File: src/rtl/wave_param_loader.sv
// Shadow/live parameter bank for the eight-channel wave block; decodes a 16-bit
// command stream and retunes every channel together on COMMIT.
package wpl_pkg;
    typedef struct packed {
        logic [15:0] amp;
        logic [15:0] ofs;
        logic [15:0] phw;
    } chan_prm_t;

    typedef enum logic [2:0] {HDR, W_AMP, W_OFS, W_PHW, APPLY} state_t;

    localparam logic [3:0] OP_WRITE  = 4'h1;
    localparam logic [3:0] OP_COMMIT = 4'h2;
    localparam logic [3:0] OP_CLEAR  = 4'h3;
endpackage

module wpl_chan
    import wpl_pkg::*;
(
    input  logic      clk,
    input  logic      reset,
    input  logic      wr_en,
    input  logic      clr,
    input  logic      commit,
    input  chan_prm_t wr_data,
    output chan_prm_t live
);
    chan_prm_t shadow_q, shadow_d;
    chan_prm_t live_q, live_d;

    always_comb begin
        shadow_d = shadow_q;
        live_d   = live_q;
        if (clr)
            shadow_d = '0;
        else if (wr_en)
            shadow_d = wr_data;
        if (commit)
            live_d = shadow_q;
    end

    always_ff @(posedge clk) begin
        if (!reset) begin
            shadow_q <= '0;
            live_q   <= '0;
        end else begin
            shadow_q <= shadow_d;
            live_q   <= live_d;
        end
    end

    assign live = live_q;
endmodule

module wave_param_loader
    import wpl_pkg::*;
#(
    parameter int NCHAN   = 8,
    parameter int TIMEOUT = 255
) (
    input  logic                   clk,
    input  logic                   reset,
    wave_param_loader_if.slave     in_if,
    output logic [NCHAN*16-1:0]    amps,
    output logic [NCHAN*16-1:0]    offsets,
    output logic [NCHAN*16-1:0]    phasewords,
    output logic                   commit_pulse,
    output logic                   err
);
    localparam int CHW = $clog2(NCHAN);
    localparam int CW  = $clog2(TIMEOUT + 1);

    state_t           state_q, state_d;
    logic [CW-1:0]    cnt_q, cnt_d;
    logic [CHW-1:0]   chan_q, chan_d;
    logic [15:0]      amp_q, amp_d;
    logic [15:0]      ofs_q, ofs_d;
    logic             err_q, err_d;
    logic             in_ready_q, in_ready_d;
    logic             commit_pulse_q, commit_pulse_d;

    logic             xfer;
    logic             idle_to;
    logic             timeout;
    logic             shadow_wr;
    logic             shadow_clr;
    logic             commit_en;
    logic [3:0]       opcode;
    chan_prm_t        wr_prm;
    chan_prm_t [NCHAN-1:0] live_prm;
    logic             unused_hdr_bits;

    assign xfer            = in_if.in_valid && in_ready_q;
    assign opcode          = in_if.in_data[15:12];
    assign idle_to         = (cnt_q == CW'(TIMEOUT - 1));
    assign unused_hdr_bits = ^in_if.in_data[11:CHW];

    always_ff @(posedge clk) begin
        if (!reset) begin
            state_q        <= HDR;
            cnt_q          <= '0;
            chan_q         <= '0;
            amp_q          <= '0;
            ofs_q          <= '0;
            err_q          <= 1'b0;
            in_ready_q     <= 1'b0;
            commit_pulse_q <= 1'b0;
        end else begin
            state_q        <= state_d;
            cnt_q          <= cnt_d;
            chan_q         <= chan_d;
            amp_q          <= amp_d;
            ofs_q          <= ofs_d;
            err_q          <= err_d;
            in_ready_q     <= in_ready_d;
            commit_pulse_q <= commit_pulse_d;
        end
    end

    // Idle counter only runs while a WRITE is mid-flight; it expires on the
    // idle edge that brings it to TIMEOUT.
    always_comb begin
        state_d = state_q;
        cnt_d   = '0;
        case (state_q)
            HDR: begin
                if (xfer) begin
                    case (opcode)
                        OP_WRITE:  state_d = W_AMP;
                        OP_COMMIT: state_d = APPLY;
                        default:   state_d = HDR;
                    endcase
                end
            end
            W_AMP, W_OFS, W_PHW: begin
                if (xfer) begin
                    case (state_q)
                        W_AMP:   state_d = W_OFS;
                        W_OFS:   state_d = W_PHW;
                        default: state_d = HDR;
                    endcase
                end else if (idle_to) begin
                    state_d = HDR;
                end else begin
                    cnt_d = cnt_q + 1'b1;
                end
            end
            APPLY:   state_d = HDR;
            default: state_d = HDR;
        endcase
    end

    always_comb begin
        chan_d         = chan_q;
        amp_d          = amp_q;
        ofs_d          = ofs_q;
        err_d          = err_q;
        shadow_wr      = 1'b0;
        shadow_clr     = 1'b0;
        timeout        = 1'b0;
        commit_en      = (state_q == APPLY);
        commit_pulse_d = (state_q == APPLY);
        in_ready_d     = (state_d != APPLY);

        case (state_q)
            HDR: begin
                if (xfer) begin
                    case (opcode)
                        OP_WRITE:  chan_d = in_if.in_data[CHW-1:0];
                        OP_COMMIT: ;
                        OP_CLEAR: begin
                            shadow_clr = 1'b1;
                            err_d      = 1'b0;
                        end
                        default:   err_d = 1'b1;
                    endcase
                end
            end
            W_AMP: if (xfer) amp_d = in_if.in_data;
            W_OFS: if (xfer) ofs_d = in_if.in_data;
            W_PHW: if (xfer) shadow_wr = 1'b1;
            default: ;
        endcase

        if ((state_q == W_AMP || state_q == W_OFS || state_q == W_PHW) && !xfer && idle_to)
            timeout = 1'b1;
        // An abandoned WRITE leaves nothing behind in the hold register.
        if (timeout) begin
            err_d  = 1'b1;
            chan_d = '0;
            amp_d  = '0;
            ofs_d  = '0;
        end
    end

    assign wr_prm = '{amp: amp_q, ofs: ofs_q, phw: in_if.in_data};

    for (genvar k = 0; k < NCHAN; k++) begin : g_chan
        wpl_chan u_chan (
            .clk     (clk),
            .reset   (reset),
            .wr_en   (shadow_wr && (chan_q == CHW'(k))),
            .clr     (shadow_clr),
            .commit  (commit_en),
            .wr_data (wr_prm),
            .live    (live_prm[k])
        );
        assign amps[16*k +: 16]       = live_prm[k].amp;
        assign offsets[16*k +: 16]    = live_prm[k].ofs;
        assign phasewords[16*k +: 16] = live_prm[k].phw;
    end

    assign in_if.in_ready = in_ready_q;
    assign commit_pulse   = commit_pulse_q;
    assign err            = err_q;
endmodule

File: src/rtl/wave_param_loader_if.sv
// Word-stream handshake feeding the wave parameter loader.
interface wave_param_loader_if;
    logic [15:0] in_data;
    logic        in_valid;
    logic        in_ready;

    modport master (output in_data, output in_valid, input in_ready);
    modport slave  (input in_data, input in_valid, output in_ready);
endinterface

File: src/flat_wrapper.sv
// flat-port wrapper written by rule: the top's interface ports become plain ports
module wave_param_loader_flat import wpl_pkg::*;
#(
    parameter int NCHAN   = 8,
    parameter int TIMEOUT = 255
)
  (clk, reset, amps, offsets, phasewords, commit_pulse, err, in_if_in_data, in_if_in_valid, in_if_in_ready);
  wave_param_loader_if in_if_i ();
  input  logic clk;
  input  logic reset;
  output logic [NCHAN*16-1:0] amps;
  output logic [NCHAN*16-1:0] offsets;
  output logic [NCHAN*16-1:0] phasewords;
  output logic commit_pulse;
  output logic err;
  input wire logic [$bits(in_if_i.in_data)-1:0] in_if_in_data;
  input wire logic [$bits(in_if_i.in_valid)-1:0] in_if_in_valid;
  output wire logic [$bits(in_if_i.in_ready)-1:0] in_if_in_ready;
  assign in_if_i.in_data = in_if_in_data;
  assign in_if_i.in_valid = in_if_in_valid;
  assign in_if_in_ready = in_if_i.in_ready;
  wave_param_loader #(.NCHAN(NCHAN), .TIMEOUT(TIMEOUT)) u_core (.clk(clk), .reset(reset), .in_if(in_if_i), .amps(amps), .offsets(offsets), .phasewords(phasewords), .commit_pulse(commit_pulse), .err(err));
endmodule
File: config.mk
export PLATFORM = sky130hd
export DESIGN_NAME = wave_param_loader_flat
export DESIGN_NICKNAME = d
export VERILOG_FILES = /design/src/rtl/wave_param_loader.sv /design/src/rtl/wave_param_loader_if.sv /design/src/flat_wrapper.sv
export SDC_FILE = /design/constraint.sdc
export NUM_CORES = 2
export LEC_CHECK = 0
export CAP_MARGIN = 20
export CORE_MARGIN = 4
export CORE_UTILIZATION = 55
export CTS_CLUSTER_SIZE = 10
export DETAILED_ROUTE_END_ITERATION = 10
export GPL_ROUTABILITY_DRIVEN = 0
export GPL_TIMING_DRIVEN = 0
export PLACE_DENSITY = 0.8
export SLEW_MARGIN = 20
export SYNTH_ARGS = -nofsm -noshare
export SYNTH_HDL_FRONTEND = slang
export SYNTH_HIERARCHICAL = 1
export SYNTH_SLANG_ARGS = --single-unit
File: constraint.sdc
create_clock -name clk -period 2.75 [get_ports clk]
set_input_delay 0.6875 -clock clk [delete_from_list [all_inputs] [get_ports clk]]
set_output_delay 0.6875 -clock clk [all_outputs]
set_load 0.01 [all_outputs]
==> results.json <==
{
  "status": "complete, no violations",
  "core-area_um2": 54990,
  "synth_nets": 2745,
  "drt_iter0_drc": 1213,
  "max-vdd-ir-drop_mv": 0.5528,
  "fin_ws_ns": 0.1018,
  "crit_chain": "dlygate4sd2_1 -> nor2_1 -> nand4_1 -> nor2_4 -> nand2b_1 -> buf_2 -> buf_2 -> nor2_1",
  "viasPerCell": 5.307,
  "grt_first_pass_wirelength_um": 130900,
  "max_stage_delay_ns": 0.54,
  "setup_tns_ns": 0,
  "slew_viol_final": 0,
  "htree_num_levels": 3,
  "drc": 0,
  "synth_seq_area_share_pct": 53.60,
  "finish.utilization_pct": 69.15,
  "cp.arrival_ns": 3.14,
  "setup_viol": 0,
  "portBuffers": 405,
  "cp-start-kind": "primary input",
  "crit_fanout": 11,
  "routed_wl_um": 87890,
  "slowest_stage": "dlygate4sd2_1",
  "end_kind": "flop",
  "hold_viol_final": 0,
  "synth_area_per_cell_um2": 11.20,
  "hold_depth": 2,
  "dp_hpwl_um": 62340,
  "ios": 406,
  "cts_tree": "built",
  "fmax_mhz": 377.6,
  "root_buffer": "clkbuf_16",
  "cts.clk_slew.worst_paths_ns": 0.05,
  "tightest_slew_ns": 0.9149,
  "grt_max_degree": 24,
  "wl_per_cell_um": 22.05,
  "postRouteAntennaNets": 0,
  "setup.worst_path.class": "in -> reg",
  "r2r_cells": 9,
  "synth_cell_type_count": 37,
  "period_needed_ns": 2.648,
  "numCtsBuffers": 92,
  "cts_sinks": 817,
  "syn_to_final_growth_pct": 24.60,
  "powerDensity_nw_per_um2": 605.9,
  "nets": 3245,
  "die_y_um": 243.5,
  "period_share_pct": 96.30,
  "min_path_type": "reg -> reg",
  "netlist_area_um2": 30520,
  "clock_path_buffers": 3,
  "grtUsageTotal_pct": 28.68,
  "vias": 21150,
  "hold_ws_ns": 0.4924,
  "rsz0062_at_grt": "false",
  "initial_core_util_pct": 55.50,
  "drive_gt1_share_pct": 7.723,
  "overflow": 0,
  "antenna-diode-count": 0,
  "grt_pass1_vias": 21590,
  "yosysWarnings": 6,
  "cap_violations": 0,
  "fp-row-count": 86,
  "dpl_worst_slack_ns": -1.087,
  "skew_ns": 0.01406,
  "cts_setup_buffers": 0,
  "max-slew-margin-rel_pct": 38.91,
  "fp.dieW_um": 243.5,
  "clk_latency_ns": 0.62,
  "ys_seq_elements": 817,
  "first_pass_iters": 5,
  "synthCells": 2724,
  "antenna_found_initial": 1,
  "dieArea_um2": 59310,
  "required_ns": 3.24,
  "p_leak_nw": 12.28
}
layer usage:
layer	vias up	track usage (%)	wire, um
li1	9986	-	-
met1	10320	35.18	36120
met2	654	49.85	42680
met3	188	6.538	5904
met4	2	9.958	3176
met5	-	0	11
worst max-delay path, delay by kind of cell:
| family | cells | cell delay, ns |
|---|---|---|
| buffers and inverters | 3 | 1.16 |
| AND/OR/NAND/NOR | 5 | 1.28 |
path summary, 6_finish.rpt:
path	startpoint	endpoint	slack, ns
worst min register to register	u_core/g_chan[0].u_chan/shadow_q[8]	u_core/g_chan[0].u_chan/shadow_q[8]	0.49
worst max-delay path	in_if_in_data[14]	u_core/g_chan[4].u_chan/shadow_q[27]	0.10
worst max register to register	u_core/state_q[2]	u_core/g_chan[4].u_chan/shadow_q[27]	0.24
worst min-delay path	u_core/g_chan[0].u_chan/shadow_q[8]	u_core/g_chan[0].u_chan/shadow_q[8]	0.49
layout by cell type (no fill, tap or decap), types with 2 or more instances in the layout:
master,n
mux2i_1,771
buf_2,47
and2_1,2
nand3_1,5
nor2_1,403
o21a_1,2
clkbuf_8,3
xor2_1,5
inv_1,4
buf_6,11
dlygate4sd2_1,2
nand2b_1,10
clkdlybuf4s50_1,400
ha_1,2
dfxtp_1,817
nand4_1,4
and3_1,3
nor3b_1,2
clkbuf_2,4
clkbuf_16,97
nor3_1,3
buf_12,41
clkbuf_1,55
xnor2_1,2
nor2b_1,385
nand2_1,68
buf_4,41
a21oi_1,32
per-stage QoR:
stage | area, um^2 | power, W | instances
6_report | 38020 | 0.02304 | 3985
3_3_place_gp | 35510 | 0.01261 | 3877
4_1_cts | 38020 | 0.02318 | 3985
5_1_grt | 38020 | 0.02366 | 3985
3_5_place_dp | 35520 | 0.01262 | 3878
2_1_floorplan | 30520 | 0.01238 | 2724
flip-flops by register name, summed over array words and instances, names as in the netlist:
name and cells:
u_core/state_q 3, u_core/amp_q 16, u_core/commit_pulse 1, u_core/g_chan.u_chan/shadow_q 384
u_core/g_chan.u_chan/live 384, u_core/chan_q 3, u_core/err 1, u_core/cnt_q 8
u_core/ofs_q 16, u_core/in_if.in_ready 1
report_power, final:
part	total, W	switching [W]	internal, W
Sequential	0.0119	0.00000462	0.0118
Clock	0.0107	0.00440	0.00626
Combinational	0.000527	0.000355	0.000172
synthesized netlist by cell type:
| library cell | instances | area (um^2) |
|---|---|---|
| xor2_1 | 5 | 43.79 |
| clkbuf_2 | 1 | 5.000 |
| and4_4 | 1 | 11.26 |
| o2bb2ai_1 | 1 | 8.760 |
| a21o_1 | 1 | 7.510 |
| clkbuf_1 | 50 | 187.7 |
| nand2_1 | 68 | 255.2 |
| buf_6 | 11 | 123.9 |
| nand4b_1 | 1 | 8.760 |
| nand3b_1 | 1 | 7.510 |
| o211ai_1 | 1 | 7.510 |
| nor2_1 | 405 | 1520 |
| nor3b_1 | 2 | 15.01 |
| nand4_4 | 1 | 21.27 |
| o41ai_4 | 1 | 27.53 |
| nor2b_1 | 385 | 2409 |
| ha_1 | 2 | 25.02 |
| buf_2 | 46 | 230.2 |
| inv_1 | 4 | 15.01 |
| dfxtp_1 | 817 | 16360 |
| buf_4 | 41 | 307.8 |
| nand2b_1 | 10 | 62.56 |
| nor3_1 | 3 | 15.01 |
| o211a_1 | 1 | 10.01 |
| xnor2_1 | 2 | 17.52 |
| nor4_1 | 1 | 6.260 |
| and3b_1 | 1 | 8.760 |
| nor4_4 | 1 | 21.27 |
| nand3_1 | 5 | 25.02 |
| a21oi_1 | 32 | 160.2 |
| and3_1 | 3 | 18.77 |
| nand4_1 | 4 | 25.02 |
| buf_12 | 40 | 800.8 |
| and2_1 | 2 | 12.51 |
| o21a_1 | 2 | 15.01 |
| mux2i_1 | 771 | 7717 |
| a31oi_1 | 1 | 6.260 |
cell type report:
type / count / area, um^2
fill: 3949 / 16960
clock buffer: 107 / 2495
timing repair buffer: 406 / 4064
multi-input combinational: 1714 / 12500
sequential: 817 / 16360
buffer: 189 / 1658
inverter: 4 / 15.01
tap: 748 / 935.9
cells by family (layout without fill, tap and decap cells):
logic type,after synthesis,in the layout,share of synthesized area [%]
adder cells (fa/ha/maj),2,2,0.08199
XOR/XNOR,7,7,0.2009
multiplexers,771,771,25.29
flip-flops,817,817,53.60
AO/OA/AOI/OAI,40,40,0.7955
AND/OR/NAND/NOR,894,894,14.56
buffers and inverters,193,706,5.474
what timing repair did:
item	4_1_cts	5_1_grt
resized for setup	6	5
endpoints found under the setup margin	383	228
pin swaps	0	0
hold buffers	0	0
No activity file was read; power rests on OpenSTA's default activity.
